$ cat src/rtl/alu_sequencer.sv
// alu_sequencer: control-side driver for a register-file + ALU datapath.
// Accepts one instruction per valid/ready handshake and walks it through
// IDLE -> (EXEC) -> WB, driving read addresses, capturing the ALU result and
// pulsing the register-file write enable for one cycle.
module alu_sequencer #(
  parameter int DATA_W      = 32,
  parameter int ADDR_W      = 5,
  parameter int CNT_W       = 16,
  parameter int ZERO_REG_RO = 1
) (
  input  logic              clk,
  input  logic              rst,
  input  logic              instr_valid,
  output logic              instr_ready,
  input  logic              instr_li,
  input  logic [1:0]        instr_op,
  input  logic [ADDR_W-1:0] instr_rd,
  input  logic [ADDR_W-1:0] instr_rs1,
  input  logic [ADDR_W-1:0] instr_rs2,
  input  logic [DATA_W-1:0] instr_imm,
  output logic [ADDR_W-1:0] a1,
  output logic [ADDR_W-1:0] a2,
  output logic [1:0]        opcode,
  input  logic [DATA_W-1:0] alu_result,
  output logic              we3,
  output logic [ADDR_W-1:0] a3,
  output logic [DATA_W-1:0] wd3,
  output logic              done,
  output logic [DATA_W-1:0] result,
  output logic [CNT_W-1:0]  op_count
);

  typedef enum logic [1:0] {
    IDLE = 2'd0,
    EXEC = 2'd1,
    WB   = 2'd2
  } state_t;

  state_t            state, state_nx;
  logic [ADDR_W-1:0] rd_q;   // latched destination, doubles as the write address
  logic [DATA_W-1:0] cap;    // captured write-back value (imm or ALU result)
  logic              wr_blocked;

  assign wr_blocked = (ZERO_REG_RO != 0) && (rd_q == '0);
  assign a3         = rd_q;
  assign wd3        = cap;

  // State register; reset lands in IDLE from any state, aborting a pending write.
  always_ff @(posedge clk or posedge rst) begin
    if (rst) state <= IDLE;
    else     state <= state_nx;
  end

  // Next state and per-state strobes. instr_ready is gated by rst so it reads
  // low for the whole reset window.
  always_comb begin
    state_nx    = state;
    instr_ready = 1'b0;
    we3         = 1'b0;
    done        = 1'b0;
    case (state)
      IDLE: begin
        instr_ready = ~rst;
        if (instr_valid) state_nx = instr_li ? WB : EXEC;
      end
      EXEC: state_nx = WB;
      WB: begin
        done     = 1'b1;
        we3      = ~wr_blocked;
        state_nx = IDLE;
      end
      default: state_nx = IDLE;
    endcase
  end

  // Datapath registers. Read addresses are loaded on an ALU accept so they are
  // valid throughout EXEC and then simply hold; LI leaves them untouched.
  always_ff @(posedge clk or posedge rst) begin
    if (rst) begin
      rd_q     <= '0;
      a1       <= '0;
      a2       <= '0;
      opcode   <= '0;
      cap      <= '0;
      result   <= '0;
      op_count <= '0;
    end else begin
      case (state)
        IDLE: begin
          if (instr_valid) begin
            rd_q <= instr_rd;
            if (instr_li) begin
              cap <= instr_imm;
            end else begin
              a1     <= instr_rs1;
              a2     <= instr_rs2;
              opcode <= instr_op;
            end
          end
        end
        EXEC: cap <= alu_result;
        WB: begin
          result   <= cap;
          op_count <= op_count + 1'b1;   // suppressed r0 writes still retire
        end
        default: ;
      endcase
    end
  end

endmodule

$ cat config.mk
export PLATFORM = sky130hd
export DESIGN_NAME = alu_sequencer
export DESIGN_NICKNAME = d
export VERILOG_FILES = /design/src/rtl/alu_sequencer.sv
export SDC_FILE = /design/constraint.sdc
export NUM_CORES = 1
export LEC_CHECK = 0
export CORE_MARGIN = 4
export CORE_UTILIZATION = 42
export CTS_CLUSTER_SIZE = 30
export DETAILED_ROUTE_END_ITERATION = 8
export PLACE_DENSITY = 0.79
export SETUP_SLACK_MARGIN = 0.1
export SYNTH_ARGS = -nofsm -noshare
export SYNTH_HDL_FRONTEND = slang
export SYNTH_SLANG_ARGS = --single-unit
$ cat constraint.sdc
create_clock -name clk -period 8.65 [get_ports clk]
set_input_delay 1.73 -clock clk [delete_from_list [all_inputs] [get_ports clk]]
set_output_delay 1.73 -clock clk [all_outputs]
set_load 0.005 [all_outputs]
== Yosys cells after proc, flatten, opt, wreduce, memory -nomap -nowiden ==
Cells that the tools add are included.
Word-level totals
  bits in registers: 99
  input bits: 85
Cells by class
  add/sub/neg operators: 1
  reduce and logical (&&, ||, !) cells: 6
  equality and inequality tests: 4
  bitwise logic cells: 3
  mux-type cells: 9
Operators with widths (number)
  $mux W32: 2
  $pmux W32 S2: 1
  $add A16 B1 Y16 const B: 1
  $reduce_and A3 Y1: 2
  $logic_not A5 Y1: 1
  $mux W2: 2
  $ne A2 B2 Y1 const B: 2
  $pmux W2 S2: 1
  $mux W1: 3
  $not A1 Y1: 3
  $eq A2 B1 Y1 const B: 1
  $eq A2 B2 Y1 const B: 1
  $logic_not A2 Y1: 1
  $reduce_and A2 Y1: 1
  $reduce_bool A2 Y1: 1

== Logic depth before layout (Yosys ltp) ==
Gate-level depths: netlist (run 1).
  depth after elaboration: 3
  gate-level depth with buffers: 6
  depth with buffers taken out: 5

== Worst setup path after synthesis (run 1) ==
No wires, ideal clock.
  path type: input to output
  start point: input port rst
  end point: output port instr_ready
  arrival time: 1.890 ns
  buffers on the path: 0
  cell stages on the path: 1
  path slack: 5.030 ns
  path through: nor3_1
Between the ends
  word-level cells in the longest chain between the ends: 2
Ends and longest elaborated chain
  from (decl): line 12  | input logic rst,
  $not A1 Y1: line 63  | instr_ready = ~rst;
  $mux W1: line 61  | case (state)
  to (decl): line 14  | output logic instr_ready,
Every way passes these cells.

== Worst setup path in the final report (run 1) ==
Same ends and word-level chain as after synthesis.

==> results.yml, run 1 <==
run_status:
  status: "finished, final reports clean"
synthesis:
  syn_area_sq_um: 4154
  yosysWarningCount: 0
  synth_fp_nets: 471
  ys_types: 32
  ys_seq_area_share_pct: 59.64
  ys_ff_latch: 99
  syn_inst: 385
  avgSynthCellArea_sq_um: 10.79
timing:
  slew_headroom_pct: 29.64
  drv_slew: 0
  worstMarginPinSlew_ps: 1055
  fin_crit_sh_pct: 53.34
  setup_tns_ps: 0
  finClkSkew_ps: 6.253
  rsz0062_at_grt: "false"
  max_freq_mhz: 216.7
  fin_crit_ps: 4614
  hold_viol_final: 0
  setup_viol: 0
routing:
  viasPerCell: 4.750
  route.detailed.drc: 0
  drt_first_pass_iters: 4
  vias: 3330
  final_antenna_net_count: 0
  wl_per_cell_um: 15.48
  totalWireLength_mm: 10.85
  drt_iter0_markers: 136
worst_setup_path:
  cp.arrival_ps: 2880
  cp-start-kind: "input port"
  r2r-end: "op_count[12]"
  endpoint_kind: "primary output"
  regToRegSetupSlack_ps: 6410
  cp.required_ps: 6920
  reg2reg_depth: 5
  reg2reg_from: "state[0]"
  crit_fanout: 2
  critical_path_class: "input port to primary output"
floorplan:
  core_sq_um: 9684
  die_area_sq_um: 11550
  io-pin-count: 185
  rows: 36
  fp.dieW_um: 107.5
  initial_utilization_pct: 42.89
  die_h_um: 107.5
layout:
  layout-drive-gt1-share_pct: 7.746
  area_delta_synth_final_pct: 51.42
  fin_cells: 701
  final_common_cell: "clkdlybuf4s50_1"
  diodes: 0
  layout_common_cells: "184 x clkdlybuf4s50_1, 135 x nand2_1, 99 x dfrtp_1"
  nNetsFinal: 649
clock_network:
  cts_buffer_depth: 2
  post_cts_buffers: 0
  clkSinkCount: 99
  clockRootBuffer: "clkbuf_8"
  cts_made_buffers: 9
  cts-resized-gates: 0
  hold_buffers: 0
  insertion_delay_ps: 350
  clk_pin_slew_ps: 90
  cts_tree: "yes"
  htree_num_levels: 3
global_route:
  antenna_found_initial: 0
  gr-total-overflow: 0
  grt_max_degree: 66
  grt_pass1_wl_mm: 16.93
  grt_pass1_vias: 3385
  grt_use_total_pct: 18.92
pwr:
  p_leak_nw: 2.812
  powerDensity_nw_per_um2: 225.0
  ir_drop_mv: 0.1271
place:
  dp_cells: 685
  io_buffer_count: 184
  dp_hpwl_mm: 8.140
  place_congestion: 0.7821
worst_hold_path:
  hold_path_startpoint: "op_count[15]"
  hp-class: "flop to flop"
  whs_path_depth: 1
  hold-path-endpoint: "op_count[15]"
job:
  drv_cap: 0
[flip-flops by register name (all words and copies together) (netlist names)]
signal    cells
result       32
wd3          32
op_count     16
a1            5
a2            5
a3            5
opcode        2
state         2
[through the flow]
step	instance area (sq um)	hold WS [ps]	power [mW]	setup WS (ps)	util, %
finish	6290	476.6	1.415	4036	64.95
global placement	6096	457.8	1.122	4052	62.95
CTS	6290	478.7	1.432	4029	64.95
floorplan	4154	467.7	0.8084	4330	-
global route	6290	501.3	1.499	3967	64.95
detailed placement	6096	461.5	1.138	4041	62.95
[worst max-delay path: stages]
cell,delay (ps)
clkdlybuf4s50_1,460
nor3_1,160
clkdlybuf4s50_1,540
[worst max path at each step]
stage | start | to | slack, ps | cells after the start
2_1_floorplan | rst | a1[0] | 4330 | 1
3_3_place_gp | rst | instr_ready | 4050 | 3
3_5_place_dp | rst | instr_ready | 4040 | 3
4_1_cts | rst | instr_ready | 4030 | 3
5_1_grt | rst | instr_ready | 3970 | 3
6_report | rst | instr_ready | 4040 | 3
[cell type report]
type | instances | area [sq um]
clock buffer | 11 | 141.4
clock inverter | 5 | 52.55
fill | 780 | 3395
inverter | 4 | 22.52
multi-input combinational | 263 | 1573
sequential | 99 | 2477
tap | 133 | 166.4
timing repair buffer | 186 | 1857
[power breakdown]
part	switching (mW)	internal [mW]
clock	0.152	0.140
combinational	0.173	0.290
sequential	0.0834	0.577
[cells in the mapped netlist]
cell / n / area share, %
a21oi_1: 2 / 0.24
and2b_1: 1 / 0.18
and3_1: 2 / 0.30
and4_1: 1 / 0.21
buf_2: 3 / 0.36
buf_4: 1 / 0.18
buf_6: 2 / 0.54
clkbuf_1: 13 / 1.2
clkinv_4: 1 / 0.21
dfrtp_1: 99 / 60
ha_1: 1 / 0.30
inv_1: 3 / 0.27
mux2_2: 17 / 4.6
mux2i_1: 32 / 7.7
nand2_1: 135 / 12
nand2b_1: 2 / 0.30
nand3_1: 5 / 0.60
nand3b_1: 1 / 0.18
nand4_1: 3 / 0.45
nand4_4: 1 / 0.51
nand4b_1: 1 / 0.21
nor2_1: 4 / 0.36
nor2b_1: 1 / 0.15
nor3_1: 2 / 0.24
nor3b_2: 1 / 0.30
nor4_2: 1 / 0.30
nor4_4: 1 / 0.51
nor4b_4: 1 / 0.57
o21ai_0: 32 / 3.9
or2_2: 1 / 0.15
xnor2_1: 9 / 1.9
xor2_1: 6 / 1.3
[metal layers]
layer  vias to the layer above  track usage [%]  wire, um
met4                         0            8.025       217
met3                        15            5.159       830
met2                       126            32.35      5442
met1                      1575            22.45      4364
met5                         -                0         0
li1                       1614                -         -
[cells by family (layout without fill, tap and decap cells)]
kind of cell / after synthesis / after routing / share of synthesized area, %
mux: 49 / 49 / 12.32
simple gates: 164 / 164 / 17.74
fa+ha+maj: 1 / 1 / 0.3012
xor+xnor: 15 / 15 / 3.163
compound gates: 34 / 34 / 4.096
flops: 99 / 99 / 59.64
buf+inv: 23 / 206 / 2.741
(Power assumes the default switching activity.)
==> run 2: changes to the inputs <==
CORE_UTILIZATION = 38   (was 42)
PLACE_DENSITY = 0.76   (was 0.79)
clock period = 3.75 ns   (was 8.65 ns; I/O delays follow)
==> run 2 against run 1 <==
Against the previous run:
- global-route usage shrank 1.3 points
- sequential cell count did not move
- largest power group unchanged
- worst setup slack worse by 3000 ps
- clock skew grew 4.7 ps
- count of clock-buffer cells in the layout unchanged
- sequential power up 130%
- via count up 0.90%
- cell area up 0.42%
- first-iteration DRC count is 26% lower
- critical path depth grew 1
==> results.yml, run 2 (synthesized netlist as in run 1, its figures left out) <==
clock_network:
  insertion_delay_ps: 350
  clockRootBuffer: "clkbuf_8"
  clkSinkCount: 99
  cts-resized-gates: 0
  cts_tree: "yes"
  cts_made_buffers: 9
  htree_num_levels: 3
  post_cts_buffers: 0
  cts_buffer_depth: 2
  hold_buffers: 0
  clk_pin_slew_ps: 90
worst_setup_path:
  crit_fanout: 35
  cp.arrival_ps: 1970
  reg2reg_from: "state[0]"
  endpoint: "done"
  endpoint_kind: "primary output"
  reg2reg_depth: 7
  regToRegSetupSlack_ps: 1540
  cpPeakStageDelay_ps: 500
  slowest_stage: "dfrtp_1"
  r2r-end: "op_count[12]"
  critical_path_class: "flop to primary output"
  cp.required_ps: 3000
  cp-start-kind: "flop"
  path_cells: "nand2b_2 > buf_4 > clkinv_4 > clkdlybuf4s50_1"
  critPathLaunch: "state[0]"
timing:
  max_freq_mhz: 367.5
  hold_viol_final: 0
  rsz0062_at_grt: "false"
  fin_crit_sh_pct: 72.56
  slew_headroom_pct: 30.38
  whs_ps: 483.1
  worstMarginPinSlew_ps: 1044
  drv_slew: 0
  setup_tns_ps: 0
  fin_crit_ps: 2721
  finClkSkew_ps: 10.97
  setup_viol: 0
layout:
  finish.instance_area_sq_um: 6316
  layout_common_cells: "184 x clkdlybuf4s50_1, 135 x nand2_1, 99 x dfrtp_1"
  area_delta_synth_final_pct: 52.05
  diodes: 0
  layout-drive-gt1-share_pct: 8.246
  final_common_cell: "clkdlybuf4s50_1"
  post-route-util_pct: 60.37
  nNetsFinal: 651
routing:
  drt_iter0_markers: 100
  totalWireLength_mm: 10.91
  wl_per_cell_um: 15.45
  route.detailed.drc: 0
  vias: 3360
  drt_first_pass_iters: 4
  final_antenna_net_count: 0
  viasPerCell: 4.759
place:
  dp_hpwl_mm: 8.172
  io_buffer_count: 184
  place_congestion: 0.7365
  dpl_cell_area_sq_um: 6127
pwr:
  ir_drop_mv: 0.2230
  powerDensity_nw_per_um2: 511.2
  p_leak_nw: 2.819
worst_hold_path:
  hp-class: "flop to flop"
  whs_path_depth: 2
floorplan:
  core_sq_um: 10460
  initial_utilization_pct: 39.70
  rows: 37
  fp.dieW_um: 112.6
  io-pin-count: 185
  die_area_sq_um: 12670
  die_h_um: 112.6
global_route:
  grt_pass1_wl_mm: 18.13
  grt_pass1_vias: 3573
  gr-total-overflow: 0
  grt_max_degree: 66
  antenna_found_initial: 0
  grt_use_total_pct: 17.64
run_status:
  status: "finished, final reports clean"
job:
  drv_cap: 0
[run 2: changes by cell type in the layout (fill, tap and decap cells not counted)]
cell / previous run / this run
buf_4: 2 / 3
clkinv_4: 1 / 3
clkinvlp_4: 1 / 2
bufinv_16: 1 / 0
buf_12: 0 / 1
clkbuf_1: 1 / 0
clkinv_2: 3 / 1
clkbuf_8: 10 / 11
[run 2: area by class of cell]
class,count,area [sq um]
Multi-Input combinational cell,263,1573
Sequential cell,99,2477
Clock inverter,5,37.54
Clock buffer,11,151.4
Timing Repair Buffer,188,1884
Inverter,4,22.52
Fill cell,928,4146
Tap cell,136,170.2
[run 2: metrics by stage]
| step | cells | total power [mW] | setup WS [ps] |
|---|---|---|---|
| after floorplan | 385 | 1.865 | 409.6 |
| after global placement | 690 | 2.592 | 1108 |
| after detailed placement | 690 | 2.627 | 1072 |
| after CTS | 706 | 3.276 | 979.3 |
| after global routing | 706 | 3.439 | 879.9 |
| final | 706 | 3.229 | 1029 |
[run 2: report_power, final]
part / internal (mW) / leakage [nW] / switching [mW] / total [mW]
Sequential: 1.33 / 1.24 / 0.195 / 1.53
Clock: 0.279 / 0.0915 / 0.361 / 0.640
Combinational: 0.673 / 1.48 / 0.390 / 1.06
[run 2: worst max-delay path, delay by kind of cell, from the launching register on]
family	cells	cell delay, ps
buf+inv	3	940
flops	1	500
simple gates	1	180
[run 2: worst min path at each step]
| stage | startpoint | endpoint | slack, ps |
|---|---|---|---|
| floorplan | result[28] | result[28] | 470 |
| global placement | result[30] | result[30] | 460 |
| finish | result[5] | result[5] | 480 |
| CTS | result[5] | result[5] | 490 |
| detailed placement | result[5] | result[5] | 460 |
| global route | op_count[13] | op_count[13] | 510 |
[run 2: routing by layer]
metal	vias to the layer above	track usage [%]	routed length [um]
met2	125	29.50	5428
met4	0	5.449	184
met1	1593	21.47	4311
met5	-	0	0
li1	1626	-	-
met3	16	6.092	983
==> run 3: changes to the inputs <==
clock period = 2.3 ns   (was 3.75 ns; I/O delays follow)
==> run 3 against run 2 <==
Against the previous run:
- count of clock-buffer cells in the layout grew 1
- die area did not move
- via count grew 1.9%
- sequential cell count unchanged
- non-clock buffer count rose by 8
- combinational power grew 67%
- clock skew is 0.89 ps lower
- total power rose by 68%
- global-route usage rose by 0.37 points
- critical endpoint is now we3
- largest cell class unchanged
- largest power group unchanged
==> results.yml, run 3 (synthesized netlist as in run 1, its figures left out) <==
routing:
  route.detailed.drc: 0
  vias: 3425
  totalWireLength_mm: 11.11
  wl_per_cell_um: 15.56
  final_antenna_net_count: 0
  drt_iter0_markers: 77
  viasPerCell: 4.797
  drt_first_pass_iters: 4
global_route:
  antenna_found_initial: 0
  grt_busiest_layer: "met2"
  met2_usage_pct: 30.73
  grt_use_total_pct: 18.00
  grt_pass1_vias: 3661
  grt_pass1_wl_mm: 18.25
  use_met1_pct: 21.07
  use_met3_pct: 5.984
  grt_max_degree: 66
  gr-total-overflow: 0
worst_setup_path:
  critical_path_class: "flop to primary output"
  cpPeakStageDelay_ps: 510
  reg2reg_from: "state[1]"
  critPathLaunch: "state[0]"
  regToRegSetupSlack_ps: 470
  cp-start-kind: "flop"
  cp.required_ps: 1840
  slowest_stage: "clkdlybuf4s50_1"
  endpoint_kind: "primary output"
  r2r-end: "a1[1]"
  crit_fanout: 6
  cp.arrival_ps: 1620
  reg2reg_depth: 4
  endpoint: "we3"
  path_cells: "nand2b_4 > a21oi_1 > clkdlybuf4s50_1"
layout:
  multiInputGateArea_sq_um: 1578
  area_delta_synth_final_pct: 55.00
  seq_area_sq_um: 2480
  fin_cells: 714
  nNetsFinal: 659
  diodes: 0
  layout_common_cells: "182 x clkdlybuf4s50_1, 135 x nand2_1, 97 x dfrtp_1"
  nFillCells: 915
  post-route-util_pct: 61.54
  final_common_cell: "clkdlybuf4s50_1"
  finish.instance_area_sq_um: 6439
  layout-drive-gt1-share_pct: 9.862
clock_network:
  clk_pin_slew_ps: 90
  htree_num_levels: 3
  cts_buffer_depth: 2
  cts_tree: "yes"
  insertion_delay_ps: 360
  clkSinkCount: 99
  clockRootBuffer: "clkbuf_8"
  cts_made_buffers: 9
timing:
  setup_viol: 0
  fin_crit_sh_pct: 90.37
  rsz0062_at_grt: "false"
  drv_slew: 0
  max_freq_mhz: 481.1
  worstMarginPinSlew_ps: 585.8
  slew_headroom_pct: 60.95
  finClkSkew_ps: 10.08
  hold_viol_final: 0
  whs_ps: 477.0
  fin_crit_ps: 2079
  setup_tns_ps: 0
place:
  dpl_cell_area_sq_um: 6176
  dp_hpwl_mm: 8.402
  place_congestion: 0.7425
  dp_cells: 693
  io_buffer_count: 184
pwr:
  p_leak_nw: 2.906
  ir_drop_mv: 0.3899
  powerDensity_nw_per_um2: 842.1
floorplan:
  io-pin-count: 185
  initial_utilization_pct: 39.70
  die_area_sq_um: 12670
  core_sq_um: 10460
  fp.dieW_um: 112.6
  rows: 37
  die_h_um: 112.6
worst_hold_path:
  hp-class: "input port to asynchronous set/reset pin"
run_status:
  status: "finished, final reports clean"
job:
  drv_cap: 0
-- run 3: cell types whose count changed in the layout (fill, tap and decap cells not counted), sizes merged --
cell	previous run	this run
inv	3	2
dlymetal6s2s	0	2
bufinv	0	1
clkbuf	11	12
buf	4	12
clkdlybuf4s50	184	182
clkinv	4	3
-- run 3: metal layers --
metal  share of wire [%]  wire (um)
met1                  39       4342
met2                  51       5682
met3                 8.0        892
met4                 1.7        192
met5                   0          0
-- run 3: timing repair --
action	4_1_cts	5_1_grt
hold buffers	0	0
pin swaps	0	0
resized for setup	3	2
hold endpoints to repair	0	0
setup endpoints to repair	2	2
setup buffers	2	3
-- run 3: power breakdown --
| group | total [mW] | switching [mW] | internal, mW |
|---|---|---|---|
| Sequential | 2.49 | 0.320 | 2.17 |
| Clock | 1.16 | 0.576 | 0.589 |
| Combinational | 1.77 | 0.649 | 1.12 |
-- run 3: worst max-delay path: cells and delay by family (launching register included) --
family	cells	cell delay, ps
AOI/OAI and AO/OA	1	120
buffers and inverters	1	510
DFF	1	440
and+or+nand+nor	1	180
-- run 3: area by class of cell --
cell class                      instances  share of cell area [%]
Sequential cell                        99                   38.52
Inverter                                4                  0.3692
Tap cell                              136                   2.643
Clock buffer                           12                   2.565
Multi-Input combinational cell        263                   24.50
Clock inverter                          4                  0.7384
Timing Repair Buffer                  196                   30.66
-- run 3: worst min-delay path by stage --
stage | start | to | depth (start not counted)
2_1_floorplan | result[28] | result[28] | 2
3_3_place_gp | result[11] | result[11] | 2
3_5_place_dp | result[17] | result[17] | 2
4_1_cts | rst | a3[2] | 2
5_1_grt | rst | a1[3] | 2
6_report | rst | a1[3] | 2
-- run 3: metrics by stage --
step                      power [mW]  worst slack, ps
after floorplan                3.041            664.4
after global placement         4.240            240.0
after detailed placement       4.304            128.2
after CTS                      5.492            130.5
after global routing           5.773            154.3
final                          5.422            221.5
